--- config.mk ---
export PLATFORM = sky130hd
export DESIGN_NAME = sram_port_arbiter
export DESIGN_NICKNAME = d
export VERILOG_FILES = /design/src/rtl/sram_arb_pkg.sv /design/src/rtl/sram_arb_rr_picker.sv /design/src/rtl/sram_port_arbiter.sv
export SDC_FILE = /design/constraint.sdc
export NUM_CORES = 1
export LEC_CHECK = 0
export ABC_AREA = 1
export CAP_MARGIN = 20
export CORE_AREA = 2 2 108 110
export DETAILED_ROUTE_END_ITERATION = 10
export DIE_AREA = 0 0 110 112
export GPL_TIMING_DRIVEN = 0
export SYNTH_ARGS = -nofsm -noshare
export SYNTH_HDL_FRONTEND = slang
export SYNTH_SLANG_ARGS = --single-unit
--- constraint.sdc ---
create_clock -name i_clk -period 1.83 [get_ports i_clk]
set_input_delay 0.549 -clock i_clk [delete_from_list [all_inputs] [get_ports i_clk]]
set_output_delay 0.549 -clock i_clk [all_outputs]
set_load 0.01 [all_outputs]
--- src/rtl/sram_arb_pkg.sv ---
// Shared types and the rotate-priority pick used by the SRAM port arbiter.
// SRAM_ARB_FIXED_PRIO_EN (see sram_port_arbiter) does not change anything here.
package sram_arb_pkg;

    localparam int unsigned SRAM_BMASK_W = 4;
    localparam int unsigned RR_MAX_N     = 8;
    localparam int unsigned RR_PTR_W     = 3;
    localparam int unsigned RR_SUM_W     = RR_PTR_W + 1;

    typedef enum logic [0:0] {
        ARB    = 1'b0,
        LOCKED = 1'b1
    } arb_state_e;

    // First set bit of valid at or above ptr, wrapping modulo n; one-hot result.
    function automatic logic [RR_MAX_N-1:0] rr_pick(
        input logic [RR_MAX_N-1:0] valid,
        input logic [RR_PTR_W-1:0] ptr,
        input int unsigned         n
    );
        logic [RR_MAX_N-1:0] grant;
        logic                found;
        logic [RR_SUM_W-1:0] idx;
        grant = '0;
        found = 1'b0;
        for (int unsigned i = 0; i < RR_MAX_N; i++) begin
            idx = {1'b0, ptr} + RR_SUM_W'(i);
            if (32'(idx) >= n) begin
                idx = idx - RR_SUM_W'(n);
            end
            if (!found && (i < n) && valid[idx[RR_PTR_W-1:0]]) begin
                grant[idx[RR_PTR_W-1:0]] = 1'b1;
                found                    = 1'b1;
            end
        end
        return grant;
    endfunction

endpackage

--- src/rtl/sram_arb_rr_picker.sv ---
// Combinational rotate-priority encoder: one-hot grant of the first valid
// requester at or after i_ptr. Holds no state.
module sram_arb_rr_picker
    import sram_arb_pkg::*;
#(
    parameter  int unsigned NREQ = 2,
    localparam int unsigned PW   = $clog2(NREQ)
) (
    input  logic [NREQ-1:0] i_valid,
    input  logic [PW-1:0]   i_ptr,
    output logic [NREQ-1:0] o_grant
);

    always_comb begin
        o_grant = NREQ'(rr_pick(RR_MAX_N'(i_valid), RR_PTR_W'(i_ptr), NREQ));
    end

endmodule

--- src/rtl/sram_port_arbiter.sv ---
// Shares one SRAM port between NREQ valid/ready requesters with round-robin
// arbitration, optional timed lock, and 1-cycle response routing.
// Define SRAM_ARB_FIXED_PRIO_EN for fixed lowest-index-wins priority instead.
module sram_port_arbiter
    import sram_arb_pkg::*;
#(
    parameter int unsigned NREQ     = 2,
    parameter int unsigned AW       = 32,
    parameter int unsigned DW       = 32,
    parameter int unsigned LOCK_MAX = 16
) (
    input  logic                           i_clk,
    input  logic                           i_reset_n,
    input  logic [NREQ-1:0]                i_req_valid,
    input  logic [NREQ*AW-1:0]             i_req_addr,
    input  logic [NREQ*DW-1:0]             i_req_wdata,
    input  logic [NREQ*SRAM_BMASK_W-1:0]   i_req_bmask,
    input  logic [NREQ-1:0]                i_req_wren,
    input  logic [NREQ-1:0]                i_req_lock,
    output logic [NREQ-1:0]                o_req_ready,
    output logic [NREQ-1:0]                o_rsp_valid,
    output logic [DW-1:0]                  o_rsp_rdata,
    output logic [AW-1:0]                  o_mem_addr,
    output logic [31:0]                    o_mem_wdata,
    output logic [SRAM_BMASK_W-1:0]        o_mem_bmask,
    output logic                           o_mem_wren,
    input  logic [31:0]                    i_mem_rdata
);

    localparam int unsigned PW  = $clog2(NREQ);
    localparam int unsigned LCW = $clog2(LOCK_MAX + 1);

    arb_state_e      state_q, state_d;
    logic [LCW-1:0]  lock_cnt_q, lock_cnt_d;
    logic [PW-1:0]   owner_q, owner_d;
    logic [NREQ-1:0] rsp_valid_q, rsp_valid_d;
    logic            rsp_read_q, rsp_read_d;
`ifndef SRAM_ARB_FIXED_PRIO_EN
    logic [PW-1:0]   rr_ptr_q, rr_ptr_d;
`endif

    logic [PW-1:0]   pick_ptr;
    logic [PW-1:0]   gidx;
    logic [NREQ-1:0] owner_mask;
    logic [NREQ-1:0] pick_valid;
    logic [NREQ-1:0] grant;
    logic            accept;
    logic            accept_lock;
    logic            accept_wren;

`ifdef SRAM_ARB_FIXED_PRIO_EN
    assign pick_ptr = '0;
`else
    assign pick_ptr = rr_ptr_q;
`endif

    // While locked, masking down to the owner lets the picker enforce exclusivity.
    always_comb begin
        owner_mask = '0;
        for (int unsigned k = 0; k < NREQ; k++) begin
            owner_mask[k] = (owner_q == PW'(k));
        end
        pick_valid = (state_q == LOCKED) ? (i_req_valid & owner_mask) : i_req_valid;
    end

    sram_arb_rr_picker #(
        .NREQ (NREQ)
    ) u_picker (
        .i_valid (pick_valid),
        .i_ptr   (pick_ptr),
        .o_grant (grant)
    );

    assign o_req_ready = grant;

    always_comb begin
        gidx        = '0;
        o_mem_addr  = '0;
        o_mem_wdata = '0;
        o_mem_bmask = '0;
        for (int unsigned k = 0; k < NREQ; k++) begin
            if (grant[k]) begin
                gidx        = PW'(k);
                o_mem_addr  = i_req_addr[k*AW +: AW];
                o_mem_wdata = 32'(i_req_wdata[k*DW +: DW]);
                o_mem_bmask = i_req_bmask[k*SRAM_BMASK_W +: SRAM_BMASK_W];
            end
        end
        accept      = |grant;
        accept_lock = |(grant & i_req_lock);
        accept_wren = |(grant & i_req_wren);
        o_mem_wren  = accept_wren;
    end

    always_comb begin
        state_d     = state_q;
        lock_cnt_d  = lock_cnt_q;
        owner_d     = owner_q;
`ifndef SRAM_ARB_FIXED_PRIO_EN
        rr_ptr_d    = rr_ptr_q;
`endif
        rsp_valid_d = grant;
        rsp_read_d  = accept & ~accept_wren;

        case (state_q)
            ARB: begin
                if (accept) begin
`ifndef SRAM_ARB_FIXED_PRIO_EN
                    rr_ptr_d = (gidx == PW'(NREQ - 1)) ? '0 : gidx + 1'b1;
`endif
                    if (accept_lock) begin
                        state_d    = LOCKED;
                        owner_d    = gidx;
                        lock_cnt_d = '0;
                    end
                end
            end
            LOCKED: begin
                if (lock_cnt_q != LCW'(LOCK_MAX)) begin
                    lock_cnt_d = lock_cnt_q + 1'b1;
                end
                // An owner beat accepted in the timeout cycle is still serviced.
                if ((accept && !accept_lock) || (lock_cnt_q == LCW'(LOCK_MAX - 1))) begin
                    state_d = ARB;
`ifndef SRAM_ARB_FIXED_PRIO_EN
                    rr_ptr_d = (owner_q == PW'(NREQ - 1)) ? '0 : owner_q + 1'b1;
`endif
                end
            end
            default: state_d = ARB;
        endcase
    end

    always_ff @(posedge i_clk) begin
        if (!i_reset_n) begin
            state_q     <= ARB;
            lock_cnt_q  <= '0;
            owner_q     <= '0;
            rsp_valid_q <= '0;
            rsp_read_q  <= 1'b0;
`ifndef SRAM_ARB_FIXED_PRIO_EN
            rr_ptr_q    <= '0;
`endif
        end else begin
            state_q     <= state_d;
            lock_cnt_q  <= lock_cnt_d;
            owner_q     <= owner_d;
            rsp_valid_q <= rsp_valid_d;
            rsp_read_q  <= rsp_read_d;
`ifndef SRAM_ARB_FIXED_PRIO_EN
            rr_ptr_q    <= rr_ptr_d;
`endif
        end
    end

    // SRAM holds o_rdata across a write, so write-acks must return zero data.
    assign o_rsp_valid = rsp_valid_q;
    assign o_rsp_rdata = rsp_read_q ? DW'(i_mem_rdata) : '0;

endmodule

==> reports/results.txt, run 1 <==
Ports -> 281
Die Height -> 112 um
Status -> finished with violations
Final setup fails -> 71
Top post-synthesis cells by area -> a22o_1 (36%), dfxtp_1 (13%), nand2_1 (11%), inv_1 (9.0%), buf_6 (6.0%)
Power Density -> 456 nW/um^2
DP HPWL -> 9.65 mm
Total nets after synthesis -> 422
Final hold violations -> 0
Post-synthesis sequential area ratio -> 0.131
Inserted Clock Buffers -> 3
CP Max Fanout -> 6
Leakage power -> 2.46 nW
Commonest cells in the netlist -> a22o_1 (68), nand2_1 (47), inv_1 (40), dfxtp_1 (11), nand3_1 (11)
Synthesized netlist cell count -> 243
CTS tree -> built
Core area -> 11200 um^2
Fin crit share -> 1.17
Area occupied by multi-input gates -> 1160 um^2
Pre-CTS WS -> -1180 ps
Most area-hungry cell type in the Yosys netlist -> a22o_1
Nets -> 718
Root buffer cell -> clkbuf_16
Synth top area share -> 0.355
Top FF cell, synth -> dfxtp_1
Clock power share -> 0.191
DR DRC count -> 0
Vias per Instance -> 4.15
First-pass GRT wire length -> 15.9 mm
Worst Skew -> 0.889 ps
Rel. slew slack -> 0.817
Clock insertion delay at the later pin of the skew report -> 240 ps
Grt total ovfl -> 0
Number of global-route vias before repair -> 2936
CP Data Required Time -> 1280 ps
Placer Congestion -> 0.846
Crit start category -> input port
Vias -> 2823
Area growth syn-to-layout -> 174%
Cell Rows -> 39
WL/cell -> 16.5 um
Combinational group share of total power -> 0.676
Failing checks -> negative setup slack
YS warnings -> 0
Initial Util -> 0.150
Register area -> 223 um^2
Register share of total power -> 0.133
Post-route ant nets -> 0
Crit Path Class -> in -> out
CP endpoint kind -> output pin
Synth unique cells -> 25
Slew Limit Fails -> 0
IO Port Bufs -> 280
Synthesized flop and latch total -> 11
Placed cell area -> 4660 um^2
Ys async rst share -> 0
WL final -> 11.2 mm
Worst setup margin -> -313 ps
Final Instance Area -> 4600 um^2
TritonRoute pass-1 iters -> 4
CTS Buffer Depth -> 2
Met1 wire length -> 4.20 mm
Metal3 WL -> 1.55 mm
Sink Count -> 11
Hold/Removal Path Class -> reg -> reg
Filler cell count -> 1198
RSZ-0062 raised after global routing -> true
Minimum clock period -> 2140 ps
Antenna violations before repair -> 0
Max rail drop VDD -> 467 uV
GRT Util Overall -> 0.167
Ant. Diodes -> 0
Highest routed layer -> met4
Clock slew at reported path FFs -> 40 ps
Met2 wire length -> 5.42 mm
Chip width -> 110 um
Die area -> 12300 um^2
Most numerous cell in the Yosys netlist -> a22o_1
Iter 0 DRT Violations -> 88
Mapped cell area -> 1680 um^2
MaxCap Viol Count -> 0
WP data arrival -> 1590 ps
H-tree depth -> 1
Largest net degree at the start of global routing -> 11
Internal power consumption -> 1.37 mW
Mean post-synth cell area -> 6.90 um^2
Least-Margin Pin Slew -> 273 ps
Switching part of the total -> 0.345
FMAX -> 467 MHz
Fraction of layout cells with a size suffix above 1 -> 0.320
Reported net switching power -> 724 uW
Post-synth EDFFs -> 0
## worst paths after layout
check,from,to,slack (ps),cells past startpoint
worst max-delay path,i_req_valid[0],o_mem_wdata[0],-310,9
worst min-delay path,owner_q,owner_q,520,2
worst max register to register,lock_cnt_q[1],lock_cnt_q[4],420,7
worst min register to register,owner_q,owner_q,520,2
## cell usage in the layout, fill, tap and decap left out, types with 5 or more instances in the layout
master           count
a21oi_1              5
a22o_1              68
buf_2               78
buf_4               11
buf_6               38
clkdlybuf4s50_1    161
dfxtp_1              9
dlymetal6s2s_1      13
inv_1               34
inv_2                8
nand2_1             46
nand2_4              9
nand3_1             11
nor2_1               9
## sequential cells by signal, summed over array words and instances (netlist names)
signal	cells
owner_q	1
pick_ptr	1
o_rsp_valid	2
state_q	1
lock_cnt_q	5
rsp_read_q	1
## through the flow
step            util  setup TNS (ps)  power, mW  hold WS, ps  cells
2_1_floorplan      -               0      0.850          482    243
3_3_place_gp   0.417          -91280       1.77          503    666
3_5_place_dp   0.417          -92470       1.78          522    666
4_1_cts        0.401          -18660       2.09          524    680
5_1_grt        0.412          -22490       2.23          574    681
6_report       0.412          -18650       2.10          520    681
## power groups by stage
stage	sequential [mW]	clock, mW	combinational (mW)
after floorplan	0.278	0	0.572
after global placement	0.280	0	1.49
after global routing	0.281	0.418	1.53
after CTS	0.279	0.405	1.40
after detailed placement	0.281	0	1.50
final	0.279	0.401	1.42
## layer usage
layer | vias up | global-route usage
met5 | - | 0
met4 | 0 | 0.0118
met3 | 4 | 0.0714
met2 | 145 | 0.295
met1 | 1248 | 0.193
li1 | 1426 | -
## critical path, stage by stage
cell and delay [ps]:
clkdlybuf4s15_2 210, nand2_4 70, inv_2 40, nand2_4 90
inv_8 50, buf_6 120, buf_6 120, a22o_1 210
buf_6 130
## layout make-up
| class | count | area share |
|---|---|---|
| buffer | 19 | 0.0449 |
| clock buffer | 4 | 0.0171 |
| inverter | 46 | 0.0419 |
| multi-input combinational | 167 | 0.251 |
| sequential | 11 | 0.0484 |
| tap | 143 | 0.0389 |
| timing repair buffer | 291 | 0.557 |
## logic make-up after synthesis
logic type               count (synthesis)  share of synthesized area
AND/OR/NAND/NOR                         89                      0.269
buffers and inverters                   65                      0.197
AO/OA/AOI/OAI                           75                      0.380
adder cells (fa/ha/maj)                  3                     0.0224
flip-flops                              11                      0.131
## timing repair
item,in CTS,in global routing
buffers inserted,8,1
pin swaps,8,2
resized for setup,476,36
cloned,2,0
hold buffers,0,0
setup endpoints to repair,103,84
Note: power is estimated with default switching activity, not from simulation.
==> inputs of run 2 (changes only) <==
--- a/config.mk
+++ b/config.mk
@@ -7,10 +7,13 @@
 export LEC_CHECK = 0
 export ABC_AREA = 1
 export CAP_MARGIN = 20
-export CORE_AREA = 2 2 108 110
+export CORE_AREA = 2 2 110 112
+export CTS_BUF_LIST = sky130_fd_sc_hd__clkbuf_16
+export CTS_CLUSTER_DIAMETER = 100
 export DETAILED_ROUTE_END_ITERATION = 10
-export DIE_AREA = 0 0 110 112
+export DIE_AREA = 0 0 112 114
 export GPL_TIMING_DRIVEN = 0
 export SYNTH_ARGS = -nofsm -noshare
 export SYNTH_HDL_FRONTEND = slang
+export SYNTH_HIERARCHICAL = 1
 export SYNTH_SLANG_ARGS = --single-unit
==> run 2 against run 1 <==
  * The run still ends with negative setup slack left
  * Maximum frequency down 8.3%
  * Combinational power up 70%
  * Worst hold slack worse by 41 ps
  * Critical path depth up 2
  * Wire length up 23%
  * Critical path type is now reg -> out
  * Non-clock buffer count up 39
  * Highest routed layer unchanged
==> reports/results.txt, run 2 <==
Least-Margin Pin Slew -> 250 ps
Area occupied by multi-input gates -> 2020 um^2
Met1 usage -> 0.235
Post-synthesis sequential area ratio -> 0.120
Cell Rows -> 40
Slew Limit Fails -> 0
WP data arrival -> 1790 ps
Setup TNS -> -33090 ps
Pre-CTS WS -> -1440 ps
CP Data Required Time -> 1280 ps
Register area -> 226 um^2
Final setup fails -> 78
Worst setup margin -> -507 ps
Chip width -> 112 um
IO Port Bufs -> 280
H-tree depth -> 1
Placer Congestion -> 0.845
Commonest non-fill, non-tap cell in the layout -> clkdlybuf4s50_1
GRT busiest layer -> met2
CP endpoint kind -> output pin
Clock slew at reported path FFs -> 40 ps
Vias per Instance -> 4.42
Routing usage on met3 -> 0.0335
Worst Skew -> 0.341 ps
First-pass GRT wire length -> 19.8 mm
Most area-hungry cell type in the Yosys netlist -> nand2_1
Sink Count -> 11
Total nets after synthesis -> 557
WL final -> 13.8 mm
Synthesized flop and latch total -> 11
Root buffer cell -> clkbuf_16
Power Density -> 487 nW/um^2
CTS tree -> built
DP HPWL -> 9.79 mm
Commonest non-fill, non-tap cells in the layout -> clkdlybuf4s50_1 (171), nand2_1 (97), nand2_2 (73)
Leakage power -> 3.27 nW
GRT Util Overall -> 0.193
Filler cell count -> 1097
Crit start category -> flip-flop
Die area -> 12800 um^2
TritonRoute pass-1 iters -> 4
Final design utilization -> 0.543
Fraction of layout cells with a size suffix above 1 -> 0.493
Number of global-route vias before repair -> 3634
Area growth syn-to-layout -> 246%
Commonest cells in the netlist -> nand2_1 (184), nand3_1 (74), inv_1 (45), clkbuf_1 (13), dfxtp_1 (11)
FMAX -> 428 MHz
Status -> finished with violations
Hold/Removal Path Class -> reg -> reg
Crit Path Class -> reg -> out
Mapped cell area -> 1840 um^2
Iter 0 DRT Violations -> 118
DR DRC count -> 0
Post-route ant nets -> 0
CP Max Fanout -> 5
Most flops, register -> lock_cnt_q
Inserted Clock Buffers -> 3
Mean post-synth cell area -> 4.87 um^2
Ys async rst share -> 0
Ports -> 281
Die Height -> 114 um
YS warnings -> 6
Antenna violations before repair -> 0
Post-synth EDFFs -> 0
Ant. Diodes -> 0
RSZ-0062 raised after global routing -> true
Synthesized netlist cell count -> 378
Clock insertion delay at the later pin of the skew report -> 240 ps
Max reg flops -> 5
Initial Util -> 0.157
Final hold violations -> 0
Failing checks -> negative setup slack
Synth unique cells -> 24
Nets -> 884
Met2 global-route usage -> 0.357
Top post-synthesis cells by area -> nand2_1 (38%), nand3_1 (20%), dfxtp_1 (12%), inv_1 (9.2%), clkbuf_1 (2.7%)
Top FF cell, synth -> dfxtp_1
Vias -> 3759
Rel. slew slack -> 0.833
Power Total -> 3.10 mW
CTS Buffer Depth -> 2
Core area -> 11700 um^2
Synth top area share -> 0.376
WL/cell -> 16.2 um
Grt total ovfl -> 0
Largest net degree at the start of global routing -> 11
Most numerous cell in the Yosys netlist -> nand2_1
Fin crit share -> 1.28
Minimum clock period -> 2340 ps
Max rail drop VDD -> 450 uV
MaxCap Viol Count -> 0
run 2: changes by cell type after synthesis, moves of 3 or more:
| cell | change |
|---|---|
| nand2_1 | +137 |
| nand3_1 | +63 |
| a22o_1 | -67 |
| buf_6 | -7 |
| clkbuf_1 | +10 |
| nor2_1 | -3 |
| inv_1 | +5 |
| nand2_4 | -4 |
| nand3_2 | -5 |
| o21ai_0 | +3 |
| buf_4 | +3 |
run 2: path summary, 6_finish.rpt:
path | startpoint | end | slack [ps] | cells after the start
hold reg to reg | lock_cnt_q[3] | lock_cnt_q[3] | 480 | 2
setup reg to reg | owner_q | lock_cnt_q[4] | -170 | 16
setup / recovery | owner_q | o_mem_bmask[0] | -510 | 11
hold / removal | lock_cnt_q[3] | lock_cnt_q[3] | 480 | 2
run 2: kinds of logic (layout without fill, tap and decap cells):
family                     Yosys count  in the layout  share of synthesized area
DFF                                 11             11                      0.120
and+or+nand+nor                    273            273                      0.629
buffers and inverters               75            401                      0.176
adders and majority gates            3              3                     0.0204
AOI/OAI and AO/OA                   16             16                     0.0544
run 2: repair_timing:
| action | CTS | global route |
|---|---|---|
| gates cloned | 11 | 3 |
| hold buffers | 0 | 0 |
| resized for setup | 639 | 109 |
| setup endpoints to repair | 112 | 92 |
| pin swaps | 55 | 30 |
| setup buffers | 22 | 8 |
run 2: worst max-delay path, stage by stage (launching register included):
cell       delay, ps
dfxtp_4          380
inv_4             50
a21boi_4         140
inv_2             60
a21oi_4          130
buf_6            160
buf_12           130
buf_8            120
clkbuf_16        160
nand2_2           40
nand2_1           50
buf_2            120
run 2: final cells by class:
type,count,area share
Sequential cell,11,0.0356
Multi-Input combinational cell,292,0.317
Timing Repair Buffer,324,0.511
Clock inverter,1,0.000590
Clock buffer,3,0.0118
Inverter,48,0.0299
Tap cell,147,0.0289
Buffer,25,0.0655
run 2: power by group:
part           switching, mW  leakage [nW]  total (mW)  internal [mW]
clock network          0.115        0.0423       0.403          0.287
registers             0.0263        0.0915       0.287          0.260
logic                   1.05          3.14        2.41           1.36
total                   1.19          3.27        3.10           1.90
run 2: per-stage QoR:
stage | instances | instance area [um^2] | hold slack [ps]
floorplan | 378 | 1930 | 450
CTS | 842 | 5800 | 481
detailed placement | 805 | 4920 | 473
global route | 851 | 6360 | 488
global placement | 805 | 4920 | 468
finish | 851 | 6360 | 479
run 2: metal layers:
metal | share of wire | routed length (um)
met3 | 0.064 | 882
met5 | 0 | 0
met2 | 0.52 | 7220
met1 | 0.40 | 5460
met4 | 0.017 | 235
